`src/rtl/expansion_mailbox.sv`:
```
// Z80 expansion-port mailbox at &FBD0-&FBD3: 16-byte TX/RX FIFOs between the CPU and a host byte stream.
// Optional feature macro MAILBOX_IRQ_EN enables the port 2 control register and the irq output.

module mailbox_fifo (
    input  logic       clk,
    input  logic       reset,
    input  logic       push,
    input  logic       pop,
    input  logic [7:0] din,
    output logic [7:0] head,
    output logic       full,
    output logic       empty
);
    logic [7:0] mem [16];
    logic [3:0] wr_ptr;
    logic [3:0] rd_ptr;
    logic [4:0] count;
    logic       push_ok;
    logic       pop_ok;

    assign full    = (count == 5'd16);
    assign empty   = (count == 5'd0);
    // A push on a full FIFO is accepted only when a pop frees the slot in the same clk.
    assign push_ok = push & (~full | pop);
    assign pop_ok  = pop & ~empty;
    assign head    = mem[rd_ptr];

    always_ff @(posedge clk) begin
        if (reset) begin
            wr_ptr <= 4'd0;
            rd_ptr <= 4'd0;
            count  <= 5'd0;
        end else begin
            if (push_ok) wr_ptr <= wr_ptr + 4'd1;
            if (pop_ok)  rd_ptr <= rd_ptr + 4'd1;
            count <= count + {4'd0, push_ok} - {4'd0, pop_ok};
        end
    end

    always_ff @(posedge clk) begin
        if (push_ok) mem[wr_ptr] <= din;
    end
endmodule

module expansion_mailbox (
    input  logic        clk,
    input  logic        reset,
    input  logic [15:0] cpu_addr,
    input  logic [7:0]  cpu_dout,
    input  logic        iorq,
    input  logic        rd,
    input  logic        wr,
    input  logic        m1,
    output logic [7:0]  cpu_din,
    output logic        irq,
    output logic [7:0]  host_tx_data,
    output logic        host_tx_valid,
    input  logic        host_tx_ready,
    input  logic [7:0]  host_rx_data,
    input  logic        host_rx_valid,
    output logic        host_rx_ready
);
    logic       sel;
    logic       acc;
    logic       wr_seen;
    logic       rd_held;
    logic [1:0] rd_port;
    logic       rd_pop_ok;
    logic       blocked;
    logic       tx_ovf;
    logic       wr_fire;
    logic       rd_fire;
    logic       tx_push;
    logic       tx_pop;
    logic       tx_drop;
    logic       rx_push;
    logic       rx_pop;
    logic [7:0] tx_head;
    logic [7:0] rx_head;
    logic       tx_full;
    logic       tx_empty;
    logic       rx_full;
    logic       rx_empty;
    logic [7:0] ctrl_rd;
    logic [7:0] rdata;

    assign sel = iorq & ~m1 & (cpu_addr[15:8] == 8'hFB) & (cpu_addr[7:2] == 6'b110100);
    assign acc = sel & (rd | wr);

    // blocked holds off an access that was in progress when reset arrived until its strobe drops.
    assign wr_fire = sel & wr & ~wr_seen & ~blocked;
    assign rd_fire = rd_held & ~(sel & rd);

    assign tx_push = wr_fire & (cpu_addr[1:0] == 2'd0);
    assign tx_pop  = host_tx_valid & host_tx_ready;
    assign tx_drop = tx_push & tx_full & ~tx_pop;
    assign rx_push = host_rx_valid & host_rx_ready;
    assign rx_pop  = rd_fire & (rd_port == 2'd0) & rd_pop_ok;

    assign host_tx_valid = ~tx_empty;
    assign host_tx_data  = tx_empty ? 8'h00 : tx_head;
    assign host_rx_ready = ~rx_full;

    mailbox_fifo u_tx (
        .clk   (clk),
        .reset (reset),
        .push  (tx_push),
        .pop   (tx_pop),
        .din   (cpu_dout),
        .head  (tx_head),
        .full  (tx_full),
        .empty (tx_empty)
    );

    mailbox_fifo u_rx (
        .clk   (clk),
        .reset (reset),
        .push  (rx_push),
        .pop   (rx_pop),
        .din   (host_rx_data),
        .head  (rx_head),
        .full  (rx_full),
        .empty (rx_empty)
    );

    always_ff @(posedge clk) begin
        if (reset) begin
            wr_seen   <= 1'b0;
            rd_held   <= 1'b0;
            rd_port   <= 2'd0;
            rd_pop_ok <= 1'b0;
            blocked   <= acc;
            tx_ovf    <= 1'b0;
        end else begin
            wr_seen <= sel & wr;
            rd_held <= sel & rd & ~blocked;
            blocked <= blocked & acc;
            if (sel & rd) begin
                rd_port   <= cpu_addr[1:0];
                rd_pop_ok <= ~rx_empty;
            end
            if (tx_drop)
                tx_ovf <= 1'b1;
            else if (wr_fire && cpu_addr[1:0] == 2'd1)
                tx_ovf <= 1'b0;
        end
    end

`ifdef MAILBOX_IRQ_EN
    logic rx_ie;
    logic tx_empty_ie;
    logic irq_q;

    always_ff @(posedge clk) begin
        if (reset) begin
            rx_ie       <= 1'b0;
            tx_empty_ie <= 1'b0;
            irq_q       <= 1'b0;
        end else begin
            if (wr_fire && cpu_addr[1:0] == 2'd2) begin
                rx_ie       <= cpu_dout[0];
                tx_empty_ie <= cpu_dout[1];
            end
            irq_q <= (rx_ie & ~rx_empty) | (tx_empty_ie & tx_empty);
        end
    end

    assign ctrl_rd = {6'b0, tx_empty_ie, rx_ie};
    assign irq     = irq_q;
`else
    assign ctrl_rd = 8'h00;
    assign irq     = 1'b0;
`endif

    always_comb begin
        rdata = 8'hFF;
        case (cpu_addr[1:0])
            2'd0:    rdata = rx_empty ? 8'h00 : rx_head;
            2'd1:    rdata = {3'b000, tx_ovf, tx_full, tx_empty, rx_full, ~rx_empty};
            2'd2:    rdata = ctrl_rd;
            default: rdata = 8'hFF;
        endcase
    end

    // The board ANDs every read source, so idle must be all ones.
    assign cpu_din = (sel & rd) ? rdata : 8'hFF;
endmodule

```
`config.mk`:
```
export PLATFORM = sky130hd
export DESIGN_NAME = expansion_mailbox
export DESIGN_NICKNAME = d
export VERILOG_FILES = /design/src/rtl/expansion_mailbox.sv
export SDC_FILE = /design/constraint.sdc
export NUM_CORES = 1
export LEC_CHECK = 0
export BUFFER_PORTS_ARGS = -buffer_cell sky130_fd_sc_hd__buf_4
export CAP_MARGIN = 0
export CORE_ASPECT_RATIO = 2
export CORE_UTILIZATION = 61
export DETAILED_ROUTE_END_ITERATION = 6
export GPL_ROUTABILITY_DRIVEN = 0
export PLACE_DENSITY = 0.91
export SETUP_SLACK_MARGIN = 0.2
export SYNTH_ARGS = -nofsm -noshare
export SYNTH_HDL_FRONTEND = slang
export SYNTH_SLANG_ARGS = --single-unit
```
`constraint.sdc`:
```
create_clock -name clk -period 4.1 [get_ports clk]
set_input_delay 0.205 -clock clk [delete_from_list [all_inputs] [get_ports clk]]
set_output_delay 0.205 -clock clk [all_outputs]
set_load 0.05 [all_outputs]
```
; Yosys cells after proc, flatten, opt, wreduce, memory -nomap -nowiden
; Memories as Yosys holds them, arrays and structs flattened. A register that Yosys moved wholly into a read port is not among the register bits.
; Cells that the tools add are included.
[totals]
latchBits = 0
mem_bits_rw = 256
n_memories = 2
inputBits = 40
mem_bits_ro = 0
out_inout_bits = 19
register_bits = 33
[memory_table]
columns = name, depth, word_bits, rd, rd_ports_with_merged_regs, write_ports, line
row1 = u_rx.mem, 16, 8, 1, 1, 1, 14  ; logic [7:0] mem [16];
row2 = u_tx.mem, 16, 8, 1, 1, 1, 14
[op_classes]
eq_ne = 6
mul = 0
n_bitwise = 34
muxes = 15
addsub = 8
n_div = 0
n_shift = 0
reduce_logical = 6
n_lt_le_gt_ge = 0
[ops]
columns = operator, count
row1 = $mux 8, 3
row2 = $pmux 8 s3, 1
row3 = $and 1x1->1, 22
row4 = $add 4x1->4 const B, 4
row5 = $mux 4, 4
row6 = $add 5x1->5, 2
row7 = $eq 5x5->1 const B, 2
row8 = $logic_not 5->1, 2
row9 = $sub 5x1->5, 2
row10 = $not 1->1, 9
row11 = $eq 8x8->1 const B, 1
row12 = $mux 1, 7
row13 = $eq 6x6->1 const B, 1
row14 = $logic_not 2->1, 2
row15 = $or 1x1->1, 3
row16 = $eq 2x1->1 const B, 1
row17 = $eq 2x2->1 const B, 1
row18 = $reduce_bool 2->1, 1
row19 = $logic_and 1x1->1, 1

; Depth between registers and ports, before layout
[depth]
ltp_word = 13
depth_mapped = 14
depth_no_buf = 13

; Cells and area by module
; From an unflattened synthesis, not the netlist that was laid out.
[hier_totals]
hier_cells = 685
hier_area_um2 = 12219.2
[modules_own_cells]
columns = module, area_each_um2, cells_per_inst, seq_area_each_um2, n_inst
row1 = mailbox_fifo, 5818.1, 306, 4184.0, 2
row2 = expansion_mailbox, 583.1, 73, 140.1, 1

; Least setup slack after synthesis
; No wires, ideal clock.
[synth_timing]
path_type = reg-to-reg
start = reg u_tx.count[3]
end = reg u_tx.count[4]
t_required_ns = 4.029
period_less_slack_ns = 3.350
path_stages_with_launch = 15
setup_slack_ns = 0.750
setup_ns = 0.071
t_arrival_ns = 3.279
cell_sequence = dfxtp_1 inv_1 ha_1 or4b_2 clkbuf_1 nand2_1 inv_1 ha_1 inv_1 ha_1 fa_1 a21oi_1 nor2_1 or3_1 a21oi_1
[synth_lines]
columns = item, line
row1 = from (decl), 17  ; logic [4:0] count;
row2 = from (signal assigned), 36  ; count <= count + {4'd0, push_ok} - {4'd0, pop_ok};
row3 = $logic_not 5->1 (*), 22  ; assign empty = (count == 5'd0);
row4 = $not 1->1 (*), 100  ; assign host_tx_valid = ~tx_empty;
row5 = net host_tx_valid, 57  ; output logic host_tx_valid,
row6 = $and 1x1->1, 95  ; assign tx_pop = host_tx_valid & host_tx_ready;
row7 = $and 1x1->1 (*), 25  ; assign pop_ok = pop & ~empty;
row8 = net u_tx.pop_ok, 19  ; logic pop_ok;
row9 = $sub 5x1->5 (*), 36
; Mark *: on every way through the listed nets, which the timed path passes. The rest lies on a longest branch.
; A chain may end at the register's enable or synchronous reset.

; Final worst setup path
[layout_timing]
start = reg u_rx.count[2]
end = reg u_rx.count[4]
[layout_lines]
columns = item, line
row1 = from (decl), 17
row2 = from (signal assigned), 36
row3 = $logic_not 5->1, 22
row4 = $not 1->1, 25
row5 = $and 1x1->1, 25
row6 = net u_rx.pop_ok, 19
row7 = $sub 5x1->5, 36
; The timed path passes the listed nets, and every way through them passes these cells.

==> reports/metrics.csv <==
metric;value;unit
initial core utilization;0.6240;
Layout Utilization;0.7116;
vias in the first global route;7313;
Worst-Skew Late Latency;520;ps
gr usage total;0.2854;
final setup violation count;0;
row cnt;72;
met1 usage;0.2774;
GR Util met3;0.03994;
initial antenna violation count;0;
peak supply drop;0.4583;mV
Post-Syn Nets;773;
drt pass-1 iters;5;
Slew headroom;0.2429;
Clock Skew;8.914;ps
Final ANT Viol Nets;0;
status;finished, final reports clean;
routed via count;6847;
worst hold path startpoint;cpu_dout[3];
PortBufs;57;
post-DR vias/cell;6.423;
TritonCTS buffer count;25;
DRC viols;0;
Post-Synthesis Cells;706;
asr flop ratio synth;0;
dpl hpwl;19110;µm
leakage power;4.529;nW
Synthesis Warnings;0;
max-slew violations;0;
area delta synth->final;14.05;%
Post-Route WL;27940;µm
Core ar.;19460;µm²
Max Fanout on Critical Path;6;
post-synthesis cell area;12140;µm²
GRT busiest layer;met2;
die area;20510;µm²
final hold violation count;0;
Syn Area/Cell;17.20;µm²
CP Launch Type;register;
Setup crit start;u_rx.count[2];
WP data arrival;4070;ps
share of layout cells above drive strength 1;0.2491;
setup TNS;0;ps
wire per inst;26.21;µm
Worst Path Required;4540;ps
GRT Residual Overflow;0;
unrepaired setup endpoints after global routing;false;
Layout Nets;858;
Max Fclk;275.5;MHz
CTS max path bufs;3;
Seq/Total Area, Yosys;0.7007;
# H-tree levels;1;
Pwr Density;518.1;nW/µm²
min cycle time layout;3630;ps
Reg2Reg Launch Point;u_rx.count[2];
diode count;0;
final worst path period share;0.8854;
IO Count;59;
CTS tree;built;
first-pass GRT wire length;42090;µm
clock-pin slew on the worst setup and hold paths;70;ps
HP Class;in -> reg;
most common cell after layout, fill and taps aside;edfxtp_1;
Die Ht;201.5;µm
synth unique cells;52;
clk root buf;clkbuf_16;
CP endpoint kind;register;
initial drt markers;417;
Max Cap Viol;0;
setup bufs post-CTS;0;
number of synthesized flops with an enable pin;256;
largest net degree at the start of global routing;40;
register bit total from synthesis;297;
critical path type;reg -> reg;
Global Route met2 Usage;0.5372;
clk sinks;297;
Slew @ Worst Pin;1136;ps
Chip Width;101.8;µm
commonest non-fill, non-tap cells in the layout;256 x edfxtp_1, 85 x buf_4, 64 x mux4_2;
prevailing post-synth register cell;edfxtp_1;
==> routing by layer <==
| layer | share of wire | routed length, µm |
|---|---|---|
| met5 | 0 | 0 |
| met4 | 0.071 | 1984 |
| met3 | 0.059 | 1640 |
| met2 | 0.57 | 15890 |
| met1 | 0.30 | 8424 |
==> critical path, stage by stage (launching register included) <==
cell and delay [ps]:
dfxtp_1 320, inv_1 90, ha_1 190, or4b_2 700, nand4_1 210, a21oi_1 160, ha_1 350, inv_1 40
ha_1 210, fa_1 460, a21oi_1 200, nor2_1 80, or3_1 350, a21oi_1 190
==> synth_stat cells, types with 2 or more instances <==
master     number  area (µm²)
edfxtp_1      256        7687
mux4_2         64        1441
dfxtp_1        41       820.8
nor2_1         36       135.1
inv_1          29       108.9
clkbuf_1       27       101.4
ha_1           25       312.8
nand2_1        23       86.33
a21oi_1        18       90.09
mux2i_1        18       180.2
nor3_1         15       75.07
nand3_1        14       70.07
nor2b_1        10       62.56
nor4_1          9       56.30
buf_1           8       30.03
nand4_1         8       50.05
o22ai_1         8       50.05
xor2_1          7       61.31
mux2_2          6       67.56
nand2b_1        6       37.54
nor3b_1         6       45.04
o21ai_0         6       30.03
and2_1          5       31.28
or3_1           5       31.28
xnor2_1         5       43.79
a31oi_1         4       25.02
or4_1           4       30.03
a211oi_1        3       22.52
a22o_1          3       26.28
and3_1          3       18.77
nand4b_1        3       26.28
or3b_2          3       26.28
a21o_1          2       15.01
a22oi_1         2       15.01
buf_2           2       10.01
fa_1            2       40.04
nand4bb_1       2       22.52
o2111ai_1       2       17.52
o31ai_1         2       15.01
or4b_2          2       20.02
==> through the flow <==
| stage | hold slack (ps) | setup WS (ps) | instance area (µm²) | std cells | power, mW |
|---|---|---|---|---|---|
| finish | 16.47 | 469.8 | 13850 | 1066 | 7.175 |
| global route | 12.61 | 363.4 | 13850 | 1066 | 7.427 |
| CTS | 8.406 | 564.4 | 13850 | 1066 | 7.182 |
| detailed placement | 483.4 | 684.7 | 12960 | 1012 | 4.927 |
| global placement | 457.9 | 823.0 | 12960 | 1012 | 4.838 |
| floorplan | 303.9 | 750.2 | 12140 | 706 | 4.514 |
==> sequential cells by signal, indices dropped and copies added (netlist names), named ones only <==
signal and cells:
u_rx.rd_ptr 4, u_tx.wr_ptr 4, u_rx.mem 128, tx_ovf 1, u_tx.mem 128, rd_pop_ok 1, wr_seen 1, blocked 1
rd_held 1, u_tx.rd_ptr 4, u_rx.count 5, u_rx.wr_ptr 4, u_tx.count 5, rd_port 2
==> cell families (layout without fill, tap and decap cells) <==
group | Yosys count | after routing | synth area share
other | 1 | 1 | 0.0003089
xor gates and xnor gates | 12 | 12 | 0.008656
DFF | 297 | 297 | 0.7007
and+or+nand+nor | 158 | 158 | 0.07131
adders and majority gates | 27 | 27 | 0.02906
muxes | 88 | 88 | 0.1391
buffers and inverters | 67 | 168 | 0.02123
AOI/OAI and AO/OA | 56 | 56 | 0.02958
==> report_power, final <==
group | internal [mW] | switching, mW | leakage (nW) | total [mW]
combinational | 0.587 | 0.808 | 1.52 | 1.40
clock | 1.25 | 1.03 | 0.366 | 2.27
sequential | 3.37 | 0.134 | 2.64 | 3.51
==> path summary, 6_finish.rpt <==
kind,slack [ps],cells past startpoint,endpoint
max,470,13,u_rx.count[4]
min,20,1,u_tx.mem[11][3]
max reg2reg,470,13,u_rx.count[4]
min reg2reg,500,2,rd_port[0]
==> layout make-up <==
| class | instances | area [µm²] |
|---|---|---|
| Clock buffer | 28 | 636.9 |
| Sequential cell | 297 | 8509 |
| Fill cell | 1190 | 5612 |
| Tap cell | 259 | 324.1 |
| Timing Repair Buffer | 96 | 748.2 |
| Clock inverter | 15 | 138.9 |
| Inverter | 29 | 108.9 |
| Multi-Input combinational cell | 342 | 3381 |
==> what timing repair did <==
item	CTS	global route
resized for setup	0	0
endpoints found under the hold margin	102	0
hold buffers	11	0
No activity file was read; power rests on OpenSTA's default activity.
